<file path="src/rtl/clk_rst_seq.sv">
// Power-up reset sequencer: PLL reset, filtered lock acceptance, chip reset stretch,
// staggered per-channel reset release and per-channel clock-enable dividers.
module clk_rst_seq #(
    parameter int unsigned CH_NUM      = 4,
    parameter int unsigned PLL_RST_CYC = 4,
    parameter int unsigned LOCK_FILT   = 4,
    parameter int unsigned STRETCH     = 16,
    parameter int unsigned STAGGER     = 8,
    parameter int unsigned DIV_W       = 8
) (
    input  logic                    clk,
    input  logic                    reset,
    input  logic                    reset_sw,
    input  logic                    locked,
    input  logic                    lock_clr,
    input  logic [CH_NUM*DIV_W-1:0] div,
    output logic                    pll_reset,
    output logic                    chip_reset,
    output logic [CH_NUM-1:0]       ch_reset,
    output logic [CH_NUM-1:0]       ch_en,
    output logic                    lock_lost,
    output logic [7:0]              lost_cnt
);
    localparam int unsigned CNT_W  = 16;
    localparam int unsigned LOST_W = 8;

    typedef enum logic [2:0] {
        S_PLL_RST   = 3'd0,
        S_WAIT_LOCK = 3'd1,
        S_STRETCH   = 3'd2,
        S_RELEASE   = 3'd3,
        S_RUN       = 3'd4
    } state_t;

    state_t            state;
    logic [CNT_W-1:0]  cnt;
    logic [1:0]        sw_sync;
    logic [1:0]        lk_sync;
    logic              reset_sw_s;
    logic              locked_s;
    logic              lock_drop;
    logic [CH_NUM-1:0] rel_now;
    logic [CH_NUM-1:0] ch_hold;
    logic [DIV_W-1:0]  dcnt [CH_NUM];

    // Two-flop synchronisers for the asynchronous switch and lock inputs.
    always_ff @(posedge clk) begin
        if (reset) begin
            sw_sync <= '0;
            lk_sync <= '0;
        end else begin
            sw_sync <= {sw_sync[0], reset_sw};
            lk_sync <= {lk_sync[0], locked};
        end
    end

    assign reset_sw_s = sw_sync[1];
    assign locked_s   = lk_sync[1];

    // Channels released on this edge, and channels that will be held in reset after it.
    always_comb begin
        rel_now   = '0;
        lock_drop = ~reset_sw_s & ~locked_s &
                    ((state == S_STRETCH) || (state == S_RELEASE) || (state == S_RUN));
        for (int k = 0; k < int'(CH_NUM); k++) begin
            rel_now[k] = (state == S_RELEASE) &&
                         (cnt + CNT_W'(1) == CNT_W'(STAGGER * (k + 1)));
        end
        ch_hold = (reset || reset_sw_s || lock_drop) ? '1 : (ch_reset & ~rel_now);
    end

    // Sequencing FSM; cnt is the phase timer, reused as the lock filter in WAIT_LOCK.
    always_ff @(posedge clk) begin
        if (reset) begin
            state      <= S_PLL_RST;
            cnt        <= '0;
            pll_reset  <= 1'b1;
            chip_reset <= 1'b1;
            ch_reset   <= '1;
            lock_lost  <= 1'b0;
            lost_cnt   <= '0;
        end else begin
            if (lock_clr) begin
                lock_lost <= 1'b0;
            end
            if (reset_sw_s) begin
                state      <= S_PLL_RST;
                cnt        <= '0;
                pll_reset  <= 1'b1;
                chip_reset <= 1'b1;
                ch_reset   <= '1;
            end else if (lock_drop) begin
                state      <= S_WAIT_LOCK;
                cnt        <= '0;
                chip_reset <= 1'b1;
                ch_reset   <= '1;
                lock_lost  <= 1'b1;
                if (lost_cnt != '1) begin
                    lost_cnt <= lost_cnt + LOST_W'(1);
                end
            end else begin
                case (state)
                    S_PLL_RST: begin
                        if (cnt == CNT_W'(PLL_RST_CYC)) begin
                            state     <= S_WAIT_LOCK;
                            cnt       <= '0;
                            pll_reset <= 1'b0;
                        end else begin
                            cnt <= cnt + CNT_W'(1);
                        end
                    end
                    S_WAIT_LOCK: begin
                        if (!locked_s) begin
                            cnt <= '0;
                        end else if (cnt + CNT_W'(1) == CNT_W'(LOCK_FILT)) begin
                            state <= S_STRETCH;
                            cnt   <= '0;
                        end else begin
                            cnt <= cnt + CNT_W'(1);
                        end
                    end
                    S_STRETCH: begin
                        if (cnt + CNT_W'(1) == CNT_W'(STRETCH)) begin
                            state      <= S_RELEASE;
                            cnt        <= '0;
                            chip_reset <= 1'b0;
                        end else begin
                            cnt <= cnt + CNT_W'(1);
                        end
                    end
                    S_RELEASE: begin
                        cnt      <= cnt + CNT_W'(1);
                        ch_reset <= ch_reset & ~rel_now;
                        if (rel_now[CH_NUM-1]) begin
                            state <= S_RUN;
                        end
                    end
                    S_RUN: begin
                        state <= S_RUN;
                    end
                    default: begin
                        state <= S_PLL_RST;
                        cnt   <= '0;
                    end
                endcase
            end
        end
    end

    // Per-channel dividers, gated by the reset value the channel will have after this edge.
    always_ff @(posedge clk) begin
        for (int k = 0; k < int'(CH_NUM); k++) begin
            if (ch_hold[k]) begin
                dcnt[k]  <= '0;
                ch_en[k] <= 1'b0;
            end else if (dcnt[k] >= div[k*DIV_W +: DIV_W]) begin
                dcnt[k]  <= '0;
                ch_en[k] <= 1'b1;
            end else begin
                dcnt[k]  <= dcnt[k] + DIV_W'(1);
                ch_en[k] <= 1'b0;
            end
        end
    end

endmodule

</file>
<file path="config.mk">
export PLATFORM = sky130hd
export DESIGN_NAME = clk_rst_seq
export DESIGN_NICKNAME = d
export VERILOG_FILES = /design/src/rtl/clk_rst_seq.sv
export SDC_FILE = /design/constraint.sdc
export NUM_CORES = 1
export LEC_CHECK = 0
export CAP_MARGIN = 25
export CORE_UTILIZATION = 50
export DETAILED_ROUTE_END_ITERATION = 6
export HOLD_SLACK_MARGIN = 0.15
export PLACE_DENSITY = 0.81
export SYNTH_ARGS = -nofsm -noshare
export SYNTH_HDL_FRONTEND = slang
export SYNTH_SLANG_ARGS = --single-unit
</file>
<file path="constraint.sdc">
create_clock -name clk -period 5.58 [get_ports clk]
set_input_delay 1.674 -clock clk [delete_from_list [all_inputs] [get_ports clk]]
set_output_delay 1.674 -clock clk [all_outputs]
set_load 0.05 [all_outputs]
</file>
==> results.py, run 1 <==
metrics = {
    "flow_run": {
        "maxCapViolCount": 0,
    },
    "clock_tree": {
        "postCtsHoldBufs": 0,
        "cts_setup_buffers": 0,
        "cts.path.max_buffers": 2,
        "numCtsBuffers": 9,
        "clockRootBuffer": "clkbuf_8",
        "h-tree-depth": 3,
        "clkSlewWorstSetupHoldPaths_ns": 0.07,
        "clk_latency_ns": 0.35,
        "cts_tree": "yes",
        "numClockSinks": 74,
        "ctsResizeCount": 0,
    },
    "sta": {
        "rsz0062_at_grt": "false",
        "period_minus_slack_ns": 3.87,
        "fin_worst_skew_ns": 0.00972,
        "setup_tns_ns": 0,
        "clock.fmax_mhz": 258,
        "setup_viol_count_final": 0,
        "drv_slew": 0,
        "whs_ns": 0.448,
        "post-route-period-util_pct": 69.4,
        "slew_headroom_pct": 34.0,
        "worst_slew_pin_slew_ns": 0.987,
        "hold_violations": 0,
    },
    "detailed_routing": {
        "dr_wl_met3_um": 426,
        "drt_iter0_drc": 137,
        "dr_wl_met2_um": 4660,
        "ant_nets": 0,
        "avgViaCountPerCell": 5.50,
        "wl_um": 9490,
        "dr.pass1.iters": 6,
        "drc": 0,
        "num_vias": 3963,
        "highest_layer": "met4",
        "wl_per_cell_um": 13.2,
        "wl_met1_um": 4250,
    },
    "cells_and_area": {
        "num-fill-cells": 755,
        "multi_input_area_um2": 2700,
        "area_delta_synth_final_pct": 20.0,
        "drive_gt1_share_pct": 4.89,
        "diodes": 0,
        "nets": 685,
        "ff_latch_area_um2": 1800,
    },
    "run_status": {
        "outcome": "complete, no violations",
    },
    "setup_path": {
        "r2r_slack_ns": 2.17,
        "crit_path_start_kind": "input pin",
        "critical_path_class": "input pin to flop",
        "critical_path.max_stage_delay_ns": 0.76,
        "r2r_cells": 9,
        "cp_max_fo": 14,
        "worstReg2RegEnd": "dcnt[3][4]",
        "end_kind": "flop",
        "cp_slowest_cell": "clkdlybuf4s50_1",
        "arrival_ns": 3.96,
        "timing.rr.start": "cnt[0]",
        "crit_required_ns": 5.67,
        "cpMostUsedCell": "nor2_1",
        "cp_cell_sequence": "clkdlybuf4s50_1 > nor2_1 > o21ai_1 > a21oi_1 > nor2b_1 > a31oi_1 > nand2b_1 > nor2_1",
    },
    "worst_hold_path": {
        "hp-class": "flop to flop",
        "hold_start": "lk_sync[0]",
        "min_path_cells": 1,
        "hold_path_end": "lk_sync[1]",
    },
    "placement": {
        "io_buffer_count": 55,
        "dp_hpwl_um": 7100,
        "place_congestion": 0.877,
    },
    "logic_synthesis": {
        "synth_edf_count": 32,
        "ys_types": 57,
        "synth_common_cells": "70 x nor2_1, 49 x inv_1, 42 x dfxtp_1",
        "netlist.area_leader.share_pct": 20.6,
        "avgSynthCellArea_um2": 8.75,
        "synth_most_common_cell": "nor2_1",
        "yosys-top-cells-area": "edfxtp_1 21%, dfxtp_1 18%, ha_1 11%",
        "async_flop_share_pct": 0,
        "ys.flop_type": "dfxtp_1",
        "synth_area_um2": 4650,
        "yosys_warnings": 0,
        "yosys_register_bits": 74,
        "syn_inst": 532,
        "synth_area_leader_cell": "edfxtp_1",
        "ys_seq_area_share_pct": 38.7,
    },
    "pwr": {
        "power-per-cell-area_nw_per_um2": 208,
        "ir_drop_mv": 0.132,
        "leakage_nw": 2.35,
    },
    "die": {
        "die_y_um": 98.5,
        "ios": 56,
        "coreArea_um2": 8850,
        "rows": 34,
        "start_util_pct": 52.6,
        "die_area_um2": 9700,
        "die_x_um": 98.5,
    },
    "global_route": {
        "grt_pass1_vias": 3851,
        "grt_max_degree": 22,
        "antenna_found_initial": 0,
        "track_usage_pct": 20.6,
        "grt_pass1_wl_um": 16500,
        "grt_overflow": 0,
    },
}
## per-layer routing
layer	track usage [%]	up-vias
met5	0	-
met4	7.46	0
met3	2.98	17
met2	36.7	90
met1	25.5	1871
li1	-	1985
## where the power goes
group	total [W]	switching [W]	internal (W)	leakage, nW
clock network	0.000445	0.000196	0.000249	0.105
logic	0.000119	0.0000555	0.0000632	1.59
registers	0.000598	0.0000200	0.000578	0.657
total	0.00116	0.000272	0.000890	2.35
## cells by family after synthesis
family / share of synthesized area (%)
AO/OA/AOI/OAI: 12.8
XOR/XNOR: 6.02
adder cells (fa/ha/maj): 10.8
buffers and inverters: 5.91
flip-flops: 38.7
multiplexers: 1.51
other: 0.0806
AND/OR/NAND/NOR: 24.2
## worst max-delay path, delay by kind of cell
family | cells | cell delay, ns
buffers and inverters | 1 | 0.76
AOI/OAI and AO/OA | 3 | 0.78
and+or+nand+nor | 4 | 0.74
## flip-flops by register name, summed over array words and instances, names as in the netlist, 2 cells and up
signal    count
dcnt         32
lk_sync       2
cnt          16
lost_cnt      8
sw_sync       2
ch_en         4
state         3
ch_reset      4
## how the worst max path moves through the flow
stage	start	endpoint	slack, ns	depth (start not counted)
after floorplan	div[8]	dcnt[1][2]	2.22	9
after global placement	reset	dcnt[0][2]	1.48	7
after detailed placement	reset	dcnt[2][2]	1.35	8
after CTS	reset	dcnt[2][3]	1.71	8
after global routing	reset	dcnt[0][2]	1.39	7
final	reset	dcnt[2][3]	1.71	8
## per-stage QoR
| step | power (W) | worst slack, ns | std cells | instance area, µm² | util [%] |
|---|---|---|---|---|---|
| 2_1_floorplan | 0.000679 | 2.22 | 563 | 4770 | - |
| 3_3_place_gp | 0.000720 | 1.48 | 705 | 5380 | 60.8 |
| 3_5_place_dp | 0.000728 | 1.35 | 705 | 5380 | 60.8 |
| 4_1_cts | 0.00117 | 1.71 | 721 | 5590 | 63.1 |
| 5_1_grt | 0.00121 | 1.39 | 721 | 5590 | 63.1 |
| 6_report | 0.00116 | 1.71 | 721 | 5590 | 63.1 |
## layout by cell type, fill, tap and decap left out, types with 17 or more instances in the layout
master and instances:
dfxtp_1 42, nand3_1 37, nand2_1 32, ha_1 40, conb_1 32, inv_1 49, clkdlybuf4s50_1 55, xor2_1 23
nor2_1 70, a21oi_1 18, o21ai_0 17, edfxtp_1 32
## final cells by class
| class | instances | share of cell area [%] |
|---|---|---|
| Multi-Input combinational cell | 418 | 48.3 |
| Sequential cell | 74 | 32.3 |
| Timing Repair Buffer | 56 | 9.99 |
| Inverter | 49 | 3.29 |
| Tap cell | 108 | 2.42 |
| Clock buffer | 10 | 2.28 |
| Clock inverter | 6 | 1.46 |
No activity file was read; power rests on OpenSTA's default activity.
==> run 2: changes to the inputs <==
- clock period: 5.58 -> 4 ns (I/O delays scaled with it)
==> results.py, run 2 (same netlist as run 1, synthesis figures left out) <==
metrics = {
    "setup_path": {
        "crit_required_ns": 4.17,
        "crit_path_start_kind": "flop",
        "crit_path_end": "dcnt[2][5]",
        "critical_path_class": "flop to flop",
        "end_kind": "flop",
        "r2r_slack_ns": 0.56,
        "worstReg2RegEnd": "dcnt[2][5]",
        "cp_slowest_cell": "dfxtp_1",
        "r2r_cells": 9,
        "path_depth": 9,
        "critical_path.max_stage_delay_ns": 0.52,
        "timing.rr.start": "cnt[0]",
        "crit_family": "simple AND/OR/NAND/NOR gates",
        "cp_cell_sequence": "ha_1 > nand4_1 > nor3_1 > xnor2_1 > or4b_4 > nor3_4 > a31oi_1 > nand2b_1 > nor2_1",
        "worst-path-buf-inv": 0,
        "arrival_ns": 3.61,
        "crit_path_start": "cnt[0]",
        "cp_max_fo": 13,
    },
    "sta": {
        "hold_violations": 0,
        "clock.fmax_mhz": 291,
        "whs_ns": 0.440,
        "period_minus_slack_ns": 3.44,
        "slew_headroom_pct": 59.3,
        "worst_slew_pin_slew_ns": 0.607,
        "rsz0062_at_grt": "false",
        "drv_slew": 0,
        "setup_tns_ns": 0,
        "setup_viol_count_final": 0,
        "post-route-period-util_pct": 86.0,
        "fin_worst_skew_ns": 0.0147,
    },
    "clock_tree": {
        "cts_tree": "yes",
        "numClockSinks": 74,
        "h-tree-depth": 3,
        "numCtsBuffers": 9,
        "ctsResizeCount": 0,
        "clockRootBuffer": "clkbuf_8",
        "postCtsHoldBufs": 0,
        "clkSlewWorstSetupHoldPaths_ns": 0.07,
        "cts.path.max_buffers": 2,
        "cts_setup_buffers": 0,
        "clk_latency_ns": 0.34,
    },
    "global_route": {
        "grt_use_met3_pct": 3.76,
        "grt_pass1_wl_um": 16800,
        "grt_overflow": 0,
        "met2_usage_pct": 37.8,
        "antenna_found_initial": 0,
        "gr-usage-met1_pct": 25.4,
        "top_usage_layer": "met2",
        "grt_pass1_vias": 3867,
        "track_usage_pct": 21.3,
        "grt_max_degree": 22,
    },
    "pwr": {
        "p_int_w": 0.00112,
        "ir_drop_mv": 0.141,
        "leakage_nw": 2.34,
        "switching_share_pct": 24.8,
        "p_switching_w": 0.000368,
        "p_seq_share_pct": 56.1,
        "power_frac_comb_pct": 11.4,
        "power-per-cell-area_nw_per_um2": 267,
        "clkPwrFrac_pct": 32.6,
    },
    "cells_and_area": {
        "multi_input_area_um2": 2700,
        "final_cell_mix": "70 x nor2_1, 55 x clkdlybuf4s50_1, 49 x inv_1, 42 x dfxtp_1, 40 x ha_1",
        "num-fill-cells": 748,
        "ff_latch_area_um2": 1800,
        "drive_gt1_share_pct": 5.19,
        "top_register": "dcnt",
        "nets": 688,
        "largest_reg_flops": 32,
        "layout_commonest_cell": "nor2_1",
        "reg_top3": "dcnt x32, cnt x16, lost_cnt x8",
        "diodes": 0,
        "area_delta_synth_final_pct": 19.4,
    },
    "die": {
        "die_area_um2": 9700,
        "die_y_um": 98.5,
        "ios": 56,
        "coreArea_um2": 8850,
        "rows": 34,
        "start_util_pct": 52.6,
        "die_x_um": 98.5,
    },
    "flow_run": {
        "maxCapViolCount": 0,
    },
    "detailed_routing": {
        "avgViaCountPerCell": 5.40,
        "drt_iter0_drc": 227,
        "num_vias": 3908,
        "dr.pass1.iters": 6,
        "wl_um": 9740,
        "wl_per_cell_um": 13.5,
        "drc": 0,
        "ant_nets": 0,
    },
    "run_status": {
        "outcome": "complete, no violations",
    },
    "placement": {
        "dp_hpwl_um": 7450,
        "io_buffer_count": 55,
        "place_congestion": 0.867,
    },
    "worst_hold_path": {
        "hp-class": "flop to flop",
    },
}
run 2: cell types whose count changed in the layout (fill, tap and decap cells not counted), sizes merged:
cell	before	now
buf	1	4
bufinv	2	0
clkbuf	10	12
clkinv	4	3
clkinvlp	0	1
run 2: power groups by stage:
| stage | registers [W] | clock network (W) | logic [W] |
|---|---|---|---|
| after detailed placement | 0.000850 | 0 | 0.000168 |
| after floorplan | 0.000841 | 0 | 0.000107 |
| after global routing | 0.000838 | 0.000534 | 0.000192 |
| final | 0.000833 | 0.000484 | 0.000169 |
| after global placement | 0.000849 | 0 | 0.000158 |
| after CTS | 0.000833 | 0.000498 | 0.000169 |
run 2: routing by layer:
metal  vias to the layer above  routed length [µm]
met5                         -                   0
met2                        91                4880
li1                       1985                   -
met3                        16                 435
met1                      1816                4250
met4                         0                 164
run 2: final cells by class:
type	count	share of cell area (%)
flip-flops and latches	74	32.4
clock inverters	4	0.383
clock buffers	12	2.43
repair buffers	59	10.4
well taps	108	2.43
multi-input cells	418	48.6
inverters	49	3.31
run 2: how the worst min path moves through the flow:
stage               startpoint         end  cells past startpoint
global placement    sw_sync[0]  sw_sync[1]                      1
finish              lk_sync[0]  lk_sync[1]                      1
floorplan           lk_sync[0]  lk_sync[1]                      1
global route        sw_sync[0]  sw_sync[1]                      1
detailed placement  lk_sync[0]  lk_sync[1]                      1
CTS                 lk_sync[0]  lk_sync[1]                      1
run 2: worst register-to-register path, stage by stage, from the launching register on:
cell	delay, ns
dfxtp_1	0.52
ha_1	0.50
nand4_1	0.25
nor3_1	0.32
xnor2_1	0.17
or4b_4	0.52
nor3_4	0.27
a31oi_1	0.19
nand2b_1	0.32
nor2_1	0.22
run 2: through the flow:
step	total power, W	setup slack, ns	std cells	instance area [µm²]	utilization, %
2_1_floorplan	0.000948	1.11	563	4770	-
3_5_place_dp	0.00102	0.388	708	5400	61.0
3_3_place_gp	0.00101	0.536	708	5400	61.0
5_1_grt	0.00156	0.321	724	5560	62.8
4_1_cts	0.00150	0.575	724	5560	62.8
6_report	0.00149	0.561	724	5560	62.8
==> run 3: changes to the inputs <==
- CORE_ASPECT_RATIO: default -> 1.1
- CORE_UTILIZATION: 50 -> 45
- PLACE_DENSITY: 0.81 -> 0.75
==> results.py, run 3 (same netlist as run 1, synthesis figures left out) <==
metrics = {
    "pwr": {
        "ir_drop_mv": 0.155,
        "power-per-cell-area_nw_per_um2": 293,
        "leakage_nw": 2.38,
    },
    "detailed_routing": {
        "drt_iter0_drc": 204,
        "wl_per_cell_um": 12.9,
        "dr.pass1.iters": 4,
        "wl_um": 9470,
        "num_vias": 3900,
        "ant_nets": 0,
        "drc": 0,
        "avgViaCountPerCell": 5.29,
    },
    "clock_tree": {
        "ctsResizeCount": 0,
        "cts.path.max_buffers": 2,
        "clkSlewWorstSetupHoldPaths_ns": 0.08,
        "postCtsHoldBufs": 0,
        "cts_tree": "yes",
        "clk_latency_ns": 0.35,
        "numCtsBuffers": 9,
        "numClockSinks": 74,
        "cts_setup_buffers": 0,
        "clockRootBuffer": "clkbuf_8",
        "h-tree-depth": 3,
    },
    "sta": {
        "worst_slew_pin_slew_ns": 0.590,
        "setup_viol_count_final": 0,
        "slew_headroom_pct": 60.5,
        "hold_violations": 0,
        "period_minus_slack_ns": 3.37,
        "post-route-period-util_pct": 84.1,
        "rsz0062_at_grt": "false",
        "fin_worst_skew_ns": 0.00948,
        "drv_slew": 0,
        "clock.fmax_mhz": 297,
        "whs_ns": 0.442,
        "setup_ws_ns": 0.635,
        "setup_tns_ns": 0,
    },
    "setup_path": {
        "crit_required_ns": 4.20,
        "arrival_ns": 3.56,
        "end_kind": "flop",
        "r2r_slack_ns": 0.63,
        "timing.rr.start": "cnt[0]",
        "r2r_cells": 9,
        "crit_path_end": "dcnt[0][6]",
        "worstReg2RegEnd": "dcnt[0][6]",
        "critical_path_class": "flop to flop",
        "cp_max_fo": 13,
        "crit_path_start": "cnt[0]",
        "crit_path_start_kind": "flop",
    },
    "cells_and_area": {
        "instances_no_fill": 737,
        "reg_top3": "dcnt x32, cnt x16, lost_cnt x8",
        "final_cell_mix": "70 x nor2_1, 55 x clkdlybuf4s50_1, 49 x inv_1, 42 x dfxtp_1, 40 x ha_1",
        "diodes": 0,
        "nets": 689,
        "layout_commonest_cell": "nor2_1",
        "fin_util_pct": 56.9,
        "top_register": "dcnt",
        "largest_reg_flops": 32,
        "drive_gt1_share_pct": 5.83,
        "area_delta_synth_final_pct": 21.5,
    },
    "global_route": {
        "grt_overflow": 0,
        "grt_pass1_vias": 3726,
        "antenna_found_initial": 0,
        "track_usage_pct": 18.7,
        "grt_pass1_wl_um": 16200,
        "grt_max_degree": 22,
    },
    "placement": {
        "io_buffer_count": 55,
        "dp.cells": 721,
        "place_congestion": 0.825,
        "dp_hpwl_um": 7280,
        "post-place-ws_ns": 0.446,
    },
    "die": {
        "die_area_um2": 10800,
        "rows": 38,
        "die_y_um": 109,
        "coreArea_um2": 9940,
        "start_util_pct": 46.8,
        "ios": 56,
        "die_x_um": 99.0,
    },
    "run_status": {
        "outcome": "complete, no violations",
    },
    "worst_hold_path": {
        "hp-class": "flop to flop",
    },
    "flow_run": {
        "maxCapViolCount": 0,
    },
}
[run 3: changes by cell type in the layout (fill, tap and decap cells not counted), sizes merged]
cell | previous run | this run
clkbuf | 12 | 11
buf | 4 | 5
clkinvlp | 1 | 0
bufinv | 0 | 1
inv | 49 | 50
[run 3: per-stage QoR]
| stage | instance area (µm²) | total power [W] |
|---|---|---|
| final | 5650 | 0.00166 |
| after global routing | 5650 | 0.00173 |
| after CTS | 5650 | 0.00167 |
| after detailed placement | 5420 | 0.00102 |
| after global placement | 5420 | 0.00101 |
| after floorplan | 4770 | 0.000948 |
[run 3: layout make-up]
cell class,instances,area (µm²)
Clock buffer,11,174
Timing Repair Buffer,60,588
Multi-Input combinational cell,418,2700
Inverter,49,184
Clock inverter,5,56.3
Sequential cell,74,1800
Tap cell,120,150
Fill cell,875,4280
[run 3: how the worst min path moves through the flow]
stage                           from    endpoint  slack [ns]  cells after the start
after detailed placement  sw_sync[0]  sw_sync[1]        0.42                      1
after global routing      sw_sync[0]  sw_sync[1]        0.48                      1
final                     sw_sync[0]  sw_sync[1]        0.44                      1
after CTS                 sw_sync[0]  sw_sync[1]        0.44                      1
after floorplan           lk_sync[0]  lk_sync[1]        0.41                      1
after global placement    sw_sync[0]  sw_sync[1]        0.42                      1
[run 3: worst max-delay path, cell delays in order (launching register included)]
cell and delay (ns):
dfxtp_1 0.54, ha_1 0.51, nand4_1 0.24, nor3_1 0.28, xnor2_1 0.17, or4b_4 0.53
nor3_4 0.25, and4_1 0.30, o21ai_1 0.20, nor2_1 0.18
[run 3: power breakdown]
group          internal, W  switching (W)
clock network     0.000364       0.000290
registers         0.000806      0.0000259
logic            0.0000901      0.0000789
total              0.00126       0.000395
[run 3: per-layer routing]
layer | GRT usage, % | wire, µm | vias up
li1 | - | - | 1991
met3 | 3.85 | 346 | 11
met1 | 22.1 | 4180 | 1827
met5 | 0 | 0 | -
met4 | 5.86 | 122 | 0
met2 | 33.9 | 4820 | 71
==> variant, RTL diff (config.mk and constraints of run 3) <==
Put one more register stage on the output `lost_cnt`, cleared by the reset. The value now appears one clock later. The other outputs are not delayed to match.
--- a/src/rtl/clk_rst_seq.sv
+++ b/src/rtl/clk_rst_seq.sv
@@ -32,4 +32,6 @@
         S_RUN       = 3'd4
     } state_t;
+
+    logic [7:0] lost_cnt_s0;
 
     state_t            state;
@@ -79,5 +81,5 @@
             ch_reset   <= '1;
             lock_lost  <= 1'b0;
-            lost_cnt   <= '0;
+            lost_cnt_s0 <= '0;
         end else begin
             if (lock_clr) begin
@@ -96,6 +98,6 @@
                 ch_reset   <= '1;
                 lock_lost  <= 1'b1;
-                if (lost_cnt != '1) begin
-                    lost_cnt <= lost_cnt + LOST_W'(1);
+                if (lost_cnt_s0 != '1) begin
+                    lost_cnt_s0 <= lost_cnt_s0 + LOST_W'(1);
                 end
             end else begin
@@ -164,4 +166,12 @@
     end
 
+    always_ff @(posedge clk) begin
+        if (reset) begin
+            lost_cnt <= '0;
+        end else begin
+            lost_cnt <= lost_cnt_s0;
+        end
+    end
+
 endmodule
 
Check against the original RTL: same outputs for any inputs over 10 cycles, from zero or initial values and one cycle with reset high; that may be too few to reach the edited logic, so the function may still have changed.
==> variant against run 3 <==
  * Sequential cell count increased by 8
  * Wire length grew 7.6%
  * First-iteration DRC count fell by 17%
  * Setup slack gained 160 ps
  * Count of clock-buffer cells in the layout grew 3
  * Largest power group unchanged
  * Utilization shrank 1.2 points
  * Hold slack lost 5.3 ps
  * Synthesized area grew 9.1%
  * Total power up 16%
  * Final area increased by 8.0%
==> variant: results <==
metrics = {
    "outcome": {
        "status": "completed",
    },
    "worst_setup_path": {
        "cp_max_fo": 9,
        "slowest_delay_ps": 410,
        "path_delay_family": "compound AO/OA/AOI/OAI gates",
        "slowest_stage": "clkdlybuf4s50_1",
        "arrival_ps": 3390,
    },
    "grt": {
        "grt_pass1_wl_um": 17500,
        "grt_usage": 0.187,
        "grt_pass1_vias": 3944,
    },
    "placed_design": {
        "preCtsSetupSlack_ps": 429,
        "finalWeightedCongestion": 0.817,
        "dp_cells": 753,
        "hpwl_um": 7380,
        "dpl_cell_area_um2": 5790,
    },
    "layout": {
        "fillers": 961,
        "drive_above_1_share": 0.0740,
        "reg.largest.list": "dcnt: 32 flops, cnt: 16 flops",
        "nNetsFinal": 694,
    },
    "cts": {
        "cts_root_buf": "clkbuf_16",
        "clk_pin_slew_worst_paths_ps": 60,
    },
    "yosys": {
        "synth.distinct_cells": 69,
        "synth_area_leaders": "dfxtp_1, edfxtp_1, ha_1",
        "synth_flop_cell": "dfxtp_1",
        "syn_avg_cell_area_um2": 9.35,
        "synth_common_cells": "dfxtp_1, inv_1, ha_1, nand2_1, nand3_1",
        "ys_seq_area_frac": 0.386,
    },
    "pwr": {
        "peakVddDrop_mv": 0.309,
        "p_per_area_nw_per_um2": 315,
        "p_leak_nw": 2.41,
    },
    "drt": {
        "drt-initial-drc-count": 169,
        "post_drt_via_cell_ratio": 5.31,
        "routedWlPerCell_um": 13.3,
        "drt-total-wl_um": 10200,
        "firstDrtPassIters": 5,
    },
    "sta": {
        "fin_skew_ps": 8.67,
        "tightest_slew_ps": 907,
    },
}
==> variant: final timing paths <==
check / start / cells after the start / slack [ps] / to
setup / recovery: div[16] / 9 / 790 / dcnt[2][5]
hold / removal: sw_sync[0] / 1 / 440 / sw_sync[1]
setup reg to reg: cnt[0] / 8 / 810 / dcnt[2][5]
hold reg to reg: sw_sync[0] / 1 / 440 / sw_sync[1]
==> variant: metal layers <==
metal | wire (µm) | part of all wire | track usage | vias to the layer above
met5 | 0 | 0 | 0 | -
met4 | 180 | 0.018 | 0.0704 | 0
met3 | 513 | 0.050 | 0.0423 | 18
met2 | 5050 | 0.50 | 0.324 | 112
met1 | 4450 | 0.44 | 0.224 | 1898
li1 | - | - | - | 2056
==> variant: power breakdown <==
part / total, mW / internal [mW] / leakage [nW] / switching, mW
clock: 0.850 / 0.538 / 0.152 / 0.312
combinational: 0.167 / 0.0866 / 1.53 / 0.0800
sequential: 0.904 / 0.883 / 0.735 / 0.0213
==> variant: cell type report <==
class                   instances  share of cell area
inverters                      44              0.0271
flip-flops and latches         82               0.321
well taps                     147              0.0301
repair buffers                 59              0.0951
clock buffers                  14              0.0451
multi-input cells             421               0.476
clock inverters                 2             0.00574
==> variant: kinds of logic (layout without fill, tap and decap cells) <==
kind of cell	count (synthesis)	in the layout	synth area share
fa+ha+maj	40	40	0.0986
other cells	1	32	0.000739
buf+inv	71	119	0.0658
simple gates	219	219	0.239
flops	82	82	0.386
xor+xnor	34	34	0.0587
mux	6	6	0.0121
compound gates	90	90	0.139
==> variant: worst register-to-register path, stage by stage (launching register included) <==
cell	delay, ps
dfxtp_1	440
ha_1	510
nand3_1	230
mux2i_1	170
o2bb2ai_1	390
o2111ai_2	310
o31a_1	340
nand2b_1	390
nor3_2	260
